**config.mk**
```make
export PLATFORM = sky130hd
export DESIGN_NAME = three_shuffler_ctrl
export DESIGN_NICKNAME = d
export VERILOG_FILES = /design/src/rtl/three_shuffler_ctrl.sv
export SDC_FILE = /design/constraint.sdc
export NUM_CORES = 1
export LEC_CHECK = 0
export BUFFER_PORTS_ARGS = -buffer_cell sky130_fd_sc_hd__buf_2
export CAP_MARGIN = 20
export CORE_MARGIN = 1
export CORE_UTILIZATION = 30
export DETAILED_ROUTE_END_ITERATION = 8
export MAX_ROUTING_LAYER = met4
export PLACE_DENSITY = 0.44
export SYNTH_ARGS = -nofsm -noshare
export SYNTH_HDL_FRONTEND = slang
export SYNTH_SLANG_ARGS = --single-unit
```
**constraint.sdc**
```tcl
create_clock -name clk -period 3.7 [get_ports clk]
set_input_delay 0.37 -clock clk [delete_from_list [all_inputs] [get_ports clk]]
set_output_delay 0.37 -clock clk [all_outputs]
set_load 0.01 [all_outputs]
```
**src/rtl/three_shuffler_ctrl.sv**
```systemverilog
// Sequencer for the three-lane radix-3^2 shuffler: tracks frame position, drives the
// registered lane-switch selects and re-times valid/start-of-frame to the datapath output.
module three_shuffler_ctrl #(
   parameter int FRAME_LEN = 81,
   parameter int PIPE_LAT  = 180,
   parameter int CW        = $clog2(FRAME_LEN)
) (
   input  logic clk,
   input  logic rst,
   input  logic in_valid,
   input  logic in_sof,
   output logic sel,
   output logic sel1,
   output logic sel2,
   output logic sel4,
   output logic sel5,
   output logic sel6,
   output logic sel7,
   output logic out_valid,
   output logic out_sof,
   output logic busy,
   output logic frame_err
);

   typedef enum logic {
      IDLE = 1'b0,
      RUN  = 1'b1
   } state_t;

   localparam logic [CW-1:0] LAST_IDX = CW'(FRAME_LEN - 1);

   state_t        state, state_nxt;
   logic [CW-1:0] idx, idx_nxt;
   logic [1:0]    s_cnt, s_nxt;
   logic [1:0]    t_cnt, t_nxt;
   logic          blk, blk_nxt;

   logic          accept_p0;
   logic [CW-1:0] idx_p0;
   logic [1:0]    s_p0;
   logic [1:0]    t_p0;
   logic          blk_p0;

   logic [6:0]    sel_p1, sel_nxt;
   logic          err_p1, err_nxt;

   logic [PIPE_LAT-1:0] vld_dly;
   logic [PIPE_LAT-1:0] sof_dly;

   // Select bit order: {sel7, sel6, sel5, sel4, sel2, sel1, sel}
   function automatic logic [6:0] decode_sel(input logic [1:0] s_pos,
                                             input logic [1:0] t_pos,
                                             input logic       blk_odd);
      return {blk_odd, s_pos == 2'd2, s_pos == 2'd1,
              t_pos == 2'd2, t_pos == 2'd1, s_pos != 2'd0, t_pos == 2'd0};
   endfunction

   // Stage p0: position of the triple being accepted this cycle
   always_comb begin
      accept_p0 = in_valid & (in_sof | (state == RUN));
      idx_p0    = in_sof ? '0    : idx;
      s_p0      = in_sof ? 2'd0  : s_cnt;
      t_p0      = in_sof ? 2'd0  : t_cnt;
      blk_p0    = in_sof ? 1'b0  : blk;
   end

   always_comb begin
      state_nxt = state;
      idx_nxt   = idx;
      s_nxt     = s_cnt;
      t_nxt     = t_cnt;
      blk_nxt   = blk;
      sel_nxt   = (state == RUN) ? sel_p1 : '0;
      err_nxt   = in_valid & in_sof & (state == RUN);

      if (accept_p0) begin
         sel_nxt = decode_sel(s_p0, t_p0, blk_p0);
         if (idx_p0 == LAST_IDX) begin
            state_nxt = IDLE;
            idx_nxt   = '0;
            s_nxt     = 2'd0;
            t_nxt     = 2'd0;
            blk_nxt   = 1'b0;
         end else begin
            state_nxt = RUN;
            idx_nxt   = idx_p0 + CW'(1);
            s_nxt     = (s_p0 == 2'd2) ? 2'd0 : s_p0 + 2'd1;
            t_nxt     = t_p0;
            blk_nxt   = blk_p0;
            // s wraps into t, t wraps into the 9-sample block parity
            if (s_p0 == 2'd2) begin
               t_nxt = (t_p0 == 2'd2) ? 2'd0 : t_p0 + 2'd1;
               if (t_p0 == 2'd2) begin
                  blk_nxt = ~blk_p0;
               end
            end
         end
      end
   end

   // Stage p1: registered control and selects
   always_ff @(posedge clk or negedge rst) begin
      if (!rst) begin
         state  <= IDLE;
         idx    <= '0;
         s_cnt  <= 2'd0;
         t_cnt  <= 2'd0;
         blk    <= 1'b0;
         sel_p1 <= '0;
         err_p1 <= 1'b0;
      end else begin
         state  <= state_nxt;
         idx    <= idx_nxt;
         s_cnt  <= s_nxt;
         t_cnt  <= t_nxt;
         blk    <= blk_nxt;
         sel_p1 <= sel_nxt;
         err_p1 <= err_nxt;
      end
   end

   // Output alignment: valid/sof delay line matching the datapath latency
   always_ff @(posedge clk or negedge rst) begin
      if (!rst) begin
         vld_dly <= '0;
         sof_dly <= '0;
      end else begin
         vld_dly[0] <= accept_p0;
         sof_dly[0] <= accept_p0 & (idx_p0 == '0);
         for (int i = 1; i < PIPE_LAT; i++) begin
            vld_dly[i] <= vld_dly[i-1];
            sof_dly[i] <= sof_dly[i-1];
         end
      end
   end

   assign sel       = sel_p1[0];
   assign sel1      = sel_p1[1];
   assign sel2      = sel_p1[2];
   assign sel4      = sel_p1[3];
   assign sel5      = sel_p1[4];
   assign sel6      = sel_p1[5];
   assign sel7      = sel_p1[6];
   assign frame_err = err_p1;
   assign out_valid = vld_dly[PIPE_LAT-1];
   assign out_sof   = sof_dly[PIPE_LAT-1];
   assign busy      = (state == RUN) | (|vld_dly);

endmodule

```
# Word level (Yosys, flattened, before mapping)
# Cells that the tools add are included.
word_totals:
  rom_bits: 0
  wordCells: 45
  latchBits: 0
  in_bits: 4
  mem_bits_rw: 0
  regBits: 381
  out_inout_bits: 11
  mem_count: 0
classes:
  shift: 0
  n_lt_le_gt_ge: 0
  muxes: 16
  n_reduce_logical: 4
  n_eq_ne: 6
  n_addsub: 3
  bitwise_logic: 7
  multipliers: 0
  n_div: 0
ops:
  columns: ["cell", "count"]
  rows:
  - ["$reduce_or A180 Y1", 1]
  - ["$mux W7", 4]
  - ["$mux W2", 7]
  - ["$add A7 B1 Y7 const B", 1]
  - ["$eq A7 B7 Y1 const B", 1]
  - ["$logic_not A7 Y1", 1]
  - ["$mux W1", 5]
  - ["$add A2 B1 Y2 const B", 2]
  - ["$and A1 B1 Y1", 4]
  - ["$eq A2 B1 Y1 const B", 2]
  - ["$eq A2 B2 Y1 const B", 2]
  - ["$logic_not A2 Y1", 1]
  - ["$ne A2 B1 Y1 const B", 1]
  - ["$or A1 B1 Y1", 2]
  - ["$reduce_bool A2 Y1", 1]
  - ["$not A1 Y1", 1]

# Longest topological paths before layout
# Gate-level depths: netlist (run 1).
depth:
  ltp_word: 5
  mapped_depth: 9

# Worst setup path after synthesis (run 1)
# OpenSTA, ideal clock, no wires.
synth_path:
  path_type: "in2reg"
  start: "input in_sof"
  end: "register idx[2]"
  setup_time_ps: 121
  setup_slack_ps: 2026
  arrival_ps: 1553
  stages: 9
  cell_sequence: "buf_6 -> clkbuf_1 -> nand2b_1 -> inv_1 -> ha_1 -> xnor2_1 -> nand2_1 -> o21ai_0 -> a22o_1"
synth_via:
  elab_chain_cells: 3
  word_cells_on_any_way: 6
  cone_classes: "add/sub (1); eq/ne (1); mux (2); bitwise (2)"
synth_rtl:
  columns: ["item", "line_no", "source"]
  rows:
  - ["from (decl)", "11", "input logic in_sof,"]
  - ["$mux W7", "61", "idx_p0 = in_sof ? '0 : idx;"]
  - ["$add A7 B1 Y7 or $eq A7 B7 Y1 (tied branches)", "86, 78", null]
  - ["$mux W7", "78", "if (idx_p0 == LAST_IDX) begin"]
  - ["to (signal assigned)", "113", "idx <= idx_nxt;"]
  - ["to (decl)", "33", "logic [CW-1:0] idx, idx_nxt;"]
# Parallel ways exist; a longest one is shown, timed or not.
# A chain may end at the register's enable or synchronous reset.

# Final worst setup path (run 1)
layout_path:
  start: "register vld_dly[168]"
  end: "output busy"
layout_via:
  elab_chain_cells: 2
layout_rtl:
  columns: ["item", "line_no", "source"]
  rows:
  - ["from (decl)", "47", "logic [PIPE_LAT-1:0] vld_dly;"]
  - ["from (signal, indexed assignment)", "131", "vld_dly[i] <= vld_dly[i-1];"]
  - ["$reduce_or A180 Y1", "147", "assign busy = (state == RUN) | (|vld_dly);"]
  - ["$or A1 B1 Y1", "147", null]
  - ["to (decl)", "21", "output logic busy,"]
# Every way passes these cells.

==> results of run 1 <==
[sequential cells by signal, summed over array words and instances, names as in the netlist]
name / count
s_cnt: 2
idx: 7
state: 1
frame_err: 1
t_cnt: 2
blk: 1
vld_dly: 180
sof_dly: 180
sel_p1: 7
[area by class of cell]
| type | instances | area, sq um |
|---|---|---|
| Fill cell | 3230 | 22000 |
| Sequential cell | 381 | 9530 |
| Clock buffer | 55 | 1150 |
| Multi-Input combinational cell | 143 | 910 |
| Tap cell | 455 | 569 |
| Clock inverter | 13 | 186 |
| Timing Repair Buffer | 20 | 153 |
| Inverter | 7 | 26.3 |
[synth_stat cells, types with 2 or more instances]
library cell	n	area share, %
a22oi_1	3	0.21
a21oi_1	3	0.14
nand4_1	14	0.83
nor3_1	4	0.19
clkbuf_1	2	0.071
nor4_1	46	2.7
nand2_1	7	0.25
nand3_1	4	0.19
a31oi_1	3	0.18
nor2_1	15	0.54
dfrtp_1	381	91
inv_1	6	0.21
buf_4	2	0.14
o21ai_1	3	0.14
ha_1	2	0.24
o21ai_0	10	0.48
a22o_1	4	0.33
nand2b_1	2	0.12
nor2b_1	6	0.36
[worst min path at each step]
stage,to,slack (ns),cells past startpoint,startpoint
2_1_floorplan,blk,0.07,0,rst
3_3_place_gp,sof_dly[9],0.33,0,sof_dly[8]
3_5_place_dp,sof_dly[175],0.33,0,sof_dly[174]
4_1_cts,frame_err,0.15,2,in_valid
5_1_grt,frame_err,0.16,2,in_valid
6_report,frame_err,0.17,2,in_valid
[stage by stage]
step	utilization (%)	std cells	cell area, sq um
floorplan	-	537	10500
global placement	32.4	1005	11200
detailed placement	32.4	1005	11200
CTS	36.3	1074	12500
global route	36.3	1074	12500
finish	36.3	1074	12500
[kinds of logic (layout without fill, tap and decap cells)]
kind of cell	after synthesis	count (layout)	share of synthesized area (%)
AO/OA/AOI/OAI	32	32	2.12
XOR/XNOR	1	1	0.0834
adder cells (fa/ha/maj)	2	2	0.238
buffers and inverters	13	95	0.619
flip-flops	381	381	90.7
multiplexers	2	2	0.238
AND/OR/NAND/NOR	106	106	5.98
[worst max-delay path, cell delays in order, from the launching register on]
cell     delay [ns]
dfrtp_1        0.38
nor4_1         0.33
nand4_1        0.14
nor4_1         0.59
nand4_1        0.23
buf_2          0.19
[report_power, final]
group	total (uW)	leakage [uW]	switching, uW	internal (uW)
sequential	4370	0.00513	64.3	4310
combinational	177	0.000422	128	48.4
clock	3940	0.000641	1550	2390
total	8490	0.00620	1740	6740
[routing by layer]
metal | vias to the layer above | global-route usage [%] | wire length (um)
met1 | 2344 | 13.8 | 7740
met2 | 76 | 12.9 | 6540
met5 | - | - | 0
met3 | 38 | 2.39 | 647
met4 | 0 | 3.88 | 366
li1 | 1953 | - | -
[placed cells by master, fill, tap and decap left out, types with 2 or more instances in the layout]
cell / instances
inv_1: 6
clkbuf_1: 7
bufinv_16: 3
a22oi_1: 3
clkbuf_8: 7
nand2_1: 7
a21oi_1: 3
nor3_1: 4
nand2b_1: 2
o21ai_0: 10
buf_2: 13
nand4_1: 14
nor2b_1: 6
a22o_1: 4
buf_12: 2
dfrtp_1: 381
clkinv_2: 4
clkbuf_16: 41
o21ai_1: 3
ha_1: 2
a31oi_1: 3
nor4_1: 46
clkinvlp_4: 4
buf_4: 3
nand3_1: 4
nor2_1: 15
[repair_timing]
action	4_1_cts	5_1_grt
endpoints found under the hold margin	83	0
hold buffers	1	0
resized for setup	0	0
==> summary.txt, run 1 <==
Global routing
  – Grt ovf: 0
  – Gr usage total: 9.58%
  – Vias in the first global route: 4970
  – First-pass GRT wire length: 26.8 mm
  – Largest net degree at the start of global routing: 127
  – Initial antenna violation count: 0

Timing
  – Final hold slack: 0.173 ns
  – Final critical-path required period: 2.76 ns
  – TNS Setup: 0 ns
  – RSZ-0062 raised after global routing: false
  – Fmax: 362 MHz
  – Final clock skew: 0.0204 ns
  – Fin crit share: 74.6%
  – Rel. slew slack: 56.7%
  – Setup violations, final: 0
  – Count of final hold-check violations: 0
  – Slew @ Worst Pin: 0.649 ns
  – Fin. max-slew vios: 0
  – PnR worst setup slack: 0.941 ns

Pwr
  – Total power draw: 8490 uW
  – PwrDens: 677 nW/um^2
  – Peak supply drop: 0.268 mV
  – Leakage: 0.00620 uW

Route
  – DRT Pass-1 Iters: 4
  – Avg Vias per Cell: 4.11
  – Final WL: 15.3 mm
  – Vias: 4411
  – Starting DRT DRC Count: 261
  – Drt drc: 0
  – Routed wire per std cell: 14.2 um
  – Post-route ant nets: 0

Clocking
  – Setup Buffers After CTS: 0
  – Clock-pin slew on the worst setup and hold paths: 0.06 ns
  – CTS buffer count: 40
  – Clock tree sinks: 381
  – Root Driver: clkbuf_16
  – Clk_lat worst skew: 0.53 ns
  – CTS tree: done
  – CTS max path bufs: 3
  – H-tree Lvls: 2

Status
  – Status: completed

Floorplanning
  – Starting Density: 30.4%
  – Core area: 34500 sq um
  – Chip Width: 189 um
  – # IOs: 15
  – Row count: 68
  – Die Y: 189 um
  – Die area: 35800 sq um

Synth
  – Mapped cell area: 10500 sq um
  – Post-synth top flop: dfrtp_1
  – Async SR Flop Fraction: 100%
  – Number of synthesized register bits: 381
  – Synthesized area per cell: 19.6 sq um
  – Yosys warns: 0
  – Syn_nets: 543
  – Post-synth EDFFs: 0
  – Seq/Total Area, Yosys: 90.7%
  – Gate Count Post-Synth: 537
  – Synth cell types: 39

Setup path
  – CP Launch Point: vld_dly[168]
  – CP endpoint kind: output pin
  – Reg-to-reg endpoint: idx[5]
  – Depth of the most critical reg-to-reg path: 6
  – Worst endpoint data arrival time: 2.39 ns
  – Worst r2r src: idx[0]
  – CP Data Required Time: 3.33 ns
  – Worst Setup EP: busy
  – Reg2reg setup slack: 2.09 ns
  – Critical path class: reg -> out
  – Worst-path fanout max: 2
  – Crit start category: flop

Placed design
  – Port bufs: 14
  – Placed wire-length estimate: 8.07 mm
  – Routability cong.: 0.725
  – DP Worst Slack: 1.47 ns

Cells and area
  – Layout cell share with drive strength beyond 1: 13.9%
  – Diode count: 0
  – Synth-to-layout area growth: 19.2%
  – Final nets: 599

Min path
  – Worst hold path class: in -> reg

Job
  – Max Cap Viol: 0
Note: power is estimated with default switching activity, not from simulation.
==> run 2: changes to the inputs <==
- ABC_AREA: not set -> 1
- clock period: 3.7 -> 2.9 ns (I/O delays scaled with it)
==> run 2 against run 1 <==
Effect of this change: critical path depth is 2 higher; final area up 1.5%; highest routed layer unchanged; clock power increased by 26%; largest power group unchanged; combinational power up 59%; clock skew is 0.0075 ns lower; synthesized area grew 1.9%; first-iteration DRC count down 14%; register-to-register slack got worse by 0.85 ns; sequential power grew 31%; clock-buffer cell count is 3 higher; synthesized cell count grew 22%; power grew 29%.
==> summary.txt, run 2 <==
Status
  – Status: completed

Synth
  – Mapped cell area: 10700 sq um
  – Number of synthesized register bits: 381
  – Synth cell types: 25
  – Gate Count Post-Synth: 653
  – Post-synth top area cell: dfrtp_1
  – Synth top area share: 89.0%
  – Area contributors post-synth: dfrtp_1 (89%), nor2_1 (4.5%), nand2_1 (2.5%)
  – Post-synth top flop: dfrtp_1
  – Synthesized area per cell: 16.4 sq um
  – Post-synth EDFFs: 0
  – Async SR Flop Fraction: 100%
  – Count leader, synth: dfrtp_1
  – Seq/Total Area, Yosys: 89.0%
  – Yosys warns: 0
  – Commonest cells in the netlist: dfrtp_1 (381), nor2_1 (127), nand2_1 (72)
  – Syn_nets: 659

Floorplanning
  – # IOs: 15
  – Chip Width: 191 um
  – Die Y: 191 um
  – Starting Density: 30.8%
  – Core area: 34800 sq um
  – Die area: 36500 sq um
  – Row count: 68

Min path
  – Worst hold path class: in -> reg

Global routing
  – Largest net degree at the start of global routing: 96
  – Grt ovf: 0
  – M2 GR Usage: 12.9%
  – Gr usage total: 9.41%
  – Vias in the first global route: 5308
  – Met3 usage: 2.35%
  – Met1 GRT Util: 13.3%
  – Initial antenna violation count: 0
  – Grt peak-use layer: met1
  – First-pass GRT wire length: 26.9 mm

Timing
  – Final clock skew: 0.0129 ns
  – Count of final hold-check violations: 0
  – Fin crit share: 71.3%
  – Setup violations, final: 0
  – Slew @ Worst Pin: 0.551 ns
  – Fin. max-slew vios: 0
  – Rel. slew slack: 63.3%
  – RSZ-0062 raised after global routing: false
  – TNS Setup: 0 ns
  – Final critical-path required period: 2.07 ns
  – Fmax: 483 MHz

Pwr
  – PwrDens: 861 nW/um^2
  – Leakage: 0.00652 uW
  – Total power draw: 10900 uW
  – Peak supply drop: 0.334 mV

Route
  – Vias: 4796
  – Routed wire per std cell: 12.8 um
  – Post-route ant nets: 0
  – Drt drc: 0
  – Avg Vias per Cell: 4.03
  – Final WL: 15.3 mm
  – DRT Pass-1 Iters: 4
  – Starting DRT DRC Count: 224

Clocking
  – CTS buffer count: 38
  – H-tree Lvls: 2
  – Clk_lat worst skew: 0.51 ns
  – Root Driver: clkbuf_16
  – Post-cts resize count: 0
  – Clock-pin slew on the worst setup and hold paths: 0.06 ns
  – CTS tree: done
  – Clock tree sinks: 381
  – CTS max path bufs: 3

Cells and area
  – Layout cell share with drive strength beyond 1: 11.4%
  – Multi-input gate area: 1090 sq um
  – Most frequent cells in the layout: dfrtp_1 (381), nor2_1 (127), nand2_1 (72), clkbuf_16 (39), nand3_1 (17)
  – Largest registers: sof_dly x180, vld_dly x180
  – Synth-to-layout area growth: 18.7%
  – Commonest non-fill, non-tap cell in the layout: dfrtp_1
  – Final nets: 715
  – Diode count: 0
  – Register area: 9530 sq um
  – Filler cells: 3233

Setup path
  – Buffers & Inverters on Critical Path: 1
  – Crit start category: flop
  – Critical path class: reg -> out
  – CP dominant cell by count: nor2_1
  – CP Data Required Time: 2.61 ns
  – Critical path, cell by cell: nor2_1 > nand3_1 > nor2_1 > nand2_1 > nor2_1 > nand2_1 > buf_2
  – Cell with the largest stage delay on the worst path: dfrtp_1
  – Worst-path fanout max: 10
  – Max incr delay on CP: 0.50 ns
  – CP endpoint kind: output pin
  – Worst endpoint data arrival time: 1.78 ns
  – Delay-heaviest family, CP: simple AND/OR/NAND/NOR gates

Job
  – Max Cap Viol: 0

Placed design
  – Placed wire-length estimate: 8.37 mm
  – Port bufs: 14
  – Routability cong.: 0.770
[run 2: final cells by class]
class,instances,area share [%]
Clock buffer,58,9.02
Clock inverter,9,1.17
Inverter,14,0.433
Multi-Input combinational cell,254,8.60
Sequential cell,381,75.0
Tap cell,455,4.48
Timing Repair Buffer,20,1.30
[run 2: worst register-to-register path: stages (launching register included)]
cell and delay (ns):
dfrtp_1 0.37, inv_1 0.07, nor2_1 0.18, ha_1 0.24, nand3_1 0.09, nor2_1 0.21, nand3_1 0.15, nor2_1 0.14
o21ai_1 0.09
[run 2: path summary, 6_finish.rpt]
| kind | endpoint | cells past startpoint | startpoint | slack [ns] |
|---|---|---|---|---|
| max in group asynchronous | vld_dly[124] | 3 | rst | 1.66 |
| min in group asynchronous | sof_dly[150] | 2 | rst | 0.34 |
| worst min register to register | sof_dly[9] | 0 | sof_dly[8] | 0.34 |
| worst min-delay path | frame_err | 3 | in_valid | 0.05 |
| worst max register to register | idx[6] | 8 | idx[1] | 1.24 |
| worst max-delay path | busy | 7 | state | 0.83 |
[run 2: per-layer routing]
layer	vias to the layer above	routed length, um
li1	2175	-
met1	2491	7710
met2	85	6520
met3	45	656
met4	0	370
met5	-	0
[run 2: power breakdown]
part	total [uW]	switching, uW	internal [uW]
Clock	4950	1870	3080
Combinational	282	209	73.1
Sequential	5710	120	5590
[run 2: stage by stage]
stage / setup slack (ns) / hold WS (ns) / cell area [sq um] / std cells / util (%)
after floorplan: 1.55 / -0.00559 / 10700 / 653 / -
after global placement: 1.33 / 0.282 / 11400 / 1123 / 32.8
after detailed placement: 1.23 / 0.291 / 11400 / 1123 / 32.8
after CTS: 0.764 / 0.0301 / 12700 / 1191 / 36.5
after global routing: 0.621 / 0.0614 / 12700 / 1191 / 36.5
final: 0.832 / 0.0482 / 12700 / 1191 / 36.5
[run 2: what timing repair did]
action                                 in CTS  in global routing
endpoints found under the hold margin      68                  0
hold buffers                                1                  0
buffers inserted                            0                  0
[run 2: cells by family (layout without fill, tap and decap cells)]
family	after synthesis	after routing	share of synthesized area [%]
flip-flops	381	381	89.0
AO/OA/AOI/OAI	19	19	1.07
adder cells (fa/ha/maj)	2	2	0.234
AND/OR/NAND/NOR	230	230	8.66
buffers and inverters	18	101	0.783
XOR/XNOR	3	3	0.245
==> run 3: changes to the inputs <==
- PLACE_DENSITY: 0.44 -> 0.45
- clock period: 2.9 -> 1.9 ns (I/O delays scaled with it)
==> run 3 against run 2 <==
Effect of this change: the run now ends with negative setup slack left; clock power grew 54%; worst hold slack gained 0.028 ns; non-clock buffer count grew 10; first-iteration DRC count grew 9.4%; die area is the same; critical path type unchanged; largest power group unchanged.
==> summary.txt, run 3 (synthesis results as in run 2) <==
Pwr
  – Peak supply drop: 0.823 mV
  – Leakage: 0.00659 uW
  – Internal power: 13300 uW
  – Sw Share: 20.9%
  – Power share of the clock group: 45.4%
  – Switching pwr: 3510 uW
  – PwrDens: 1310 nW/um^2
  – Combinational share of power: 2.7%
  – Total power draw: 16800 uW
  – Seq pwr share: 51.8%

Cells and area
  – Final nets: 725
  – Final core occ: 36.9%
  – Largest registers: sof_dly x180, vld_dly x180
  – Most frequent cells in the layout: dfrtp_1 (380), nor2_1 (123), nand2_1 (72), clkbuf_16 (38), nand3_1 (17)
  – Layout Cells excl Fill: 1204
  – Synth-to-layout area growth: 20.0%
  – Layout cell share with drive strength beyond 1: 14.2%
  – Filler cells: 3162
  – Diode count: 0
  – Commonest non-fill, non-tap cell in the layout: dfrtp_1

Route
  – Routed wire per std cell: 12.7 um
  – Vias: 4783
  – Post-route ant nets: 0
  – Drt drc: 0
  – Final WL: 15.3 mm
  – DRT Pass-1 Iters: 4
  – Avg Vias per Cell: 3.97
  – Starting DRT DRC Count: 245

Placed design
  – Port bufs: 14
  – DP Worst Slack: 0.331 ns
  – Placed wire-length estimate: 8.67 mm
  – Post-Place Cells: 1129
  – Routability cong.: 0.762

Floorplanning
  – Row count: 68
  – Chip Width: 191 um
  – # IOs: 15
  – Core area: 34800 sq um
  – Starting Density: 30.8%
  – Die Y: 191 um
  – Die area: 36500 sq um

Setup path
  – CP endpoint kind: output pin
  – CP Launch Point: vld_dly[168]
  – Worst-path fanout max: 2
  – Reg2reg setup slack: 0.29 ns
  – Critical path class: reg -> out
  – Worst r2r src: idx[1]
  – Crit start category: flop
  – Worst endpoint data arrival time: 1.76 ns
  – CP Data Required Time: 1.71 ns

Clocking
  – CTS max path bufs: 3
  – Clk_lat worst skew: 0.51 ns
  – CTS tree: done
  – H-tree Lvls: 2
  – Root Driver: clkbuf_16
  – CTS buffer count: 38
  – Clock-pin slew on the worst setup and hold paths: 0.06 ns
  – Clock tree sinks: 381

Timing
  – Rel. slew slack: 67.3%
  – PnR worst setup slack: -0.0493 ns
  – Slew @ Worst Pin: 0.490 ns
  – Fmax: 513 MHz
  – Fin crit share: 103%
  – Count of final hold-check violations: 0
  – Final clock skew: 0.00958 ns
  – Fin. max-slew vios: 0
  – Final critical-path required period: 1.95 ns
  – Setup violations, final: 1
  – RSZ-0062 raised after global routing: true

Global routing
  – First-pass GRT wire length: 27.1 mm
  – Vias in the first global route: 5334
  – Grt ovf: 0
  – Gr usage total: 9.34%
  – Initial antenna violation count: 0
  – Largest net degree at the start of global routing: 61

Min path
  – Worst hold path class: in -> reg
  – Hold_sp: in_sof

Status
  – Status: finished with violations
  – Failing checks: negative setup slack

Job
  – Max Cap Viol: 0
run 3: changes by cell type in the layout (fill, tap and decap cells not counted), moves of 2 or more:
cell,delta
clkbuf_1,-5
clkinv_4,+2
clkinv_2,+3
buf_12,+2
inv_6,+2
clkinvlp_4,+4
nor2_1,-4
clkbuf_8,-4
nor2_2,+4
buf_4,+7
run 3: final timing paths:
kind | to | cells past startpoint
max | busy | 9
min reg2reg | sof_dly[84] | 0
max reg2reg | idx[6] | 9
min | frame_err | 3
max in group asynchronous | sof_dly[26] | 3
min in group asynchronous | sof_dly[121] | 2
run 3: what timing repair did:
| action | in CTS | in global routing |
|---|---|---|
| resized for setup | 1 | 4 |
| endpoints found under the setup margin | 1 | 1 |
| hold buffers | 2 | 0 |
| setup buffers | 2 | 1 |
| pin swaps | 8 | 5 |
| hold endpoints to repair | 50 | 0 |
run 3: cell type report:
class / instances / area [sq um] / share of cell area, %
multi-input combinational: 254 / 1100 / 8.58
inverter: 14 / 55.1 / 0.428
clock buffer: 48 / 1050 / 8.16
timing repair buffer: 30 / 268 / 2.08
sequential: 381 / 9540 / 74.2
tap: 455 / 569 / 4.43
clock inverter: 22 / 275 / 2.14
run 3: power by group through the flow:
stage / clock network (uW) / registers, uW / logic [uW]
after floorplan: 0 / 8800 / 196
after global placement: 0 / 8850 / 438
after detailed placement: 0 / 8860 / 460
after CTS: 7910 / 8720 / 477
after global routing: 8310 / 8760 / 536
final: 7640 / 8720 / 463
run 3: layer usage:
layer	routed length (um)	global-route usage, %
met5	0	-
met1	7600	13.2
met2	6760	13.1
met3	716	2.37
met4	268	2.89
run 3: stage by stage:
stage	TNS [ns]	area, sq um	hold WS [ns]
floorplan	0	10700	-0.106
global placement	0	11500	0.165
detailed placement	0	11500	0.165
CTS	-0.0816	12800	0.0460
global route	-0.224	12900	0.0614
finish	-0.0493	12900	0.0762
run 3: worst max-delay path, cell delays in order, from the launching register on:
cell	delay, ns
dfrtp_1	0.39
nor2_1	0.11
nand2_1	0.07
nor2_2	0.11
nand2_1	0.09
nor2_1	0.09
nand2_1	0.08
nor2_1	0.10
nand2_1	0.07
buf_2	0.14
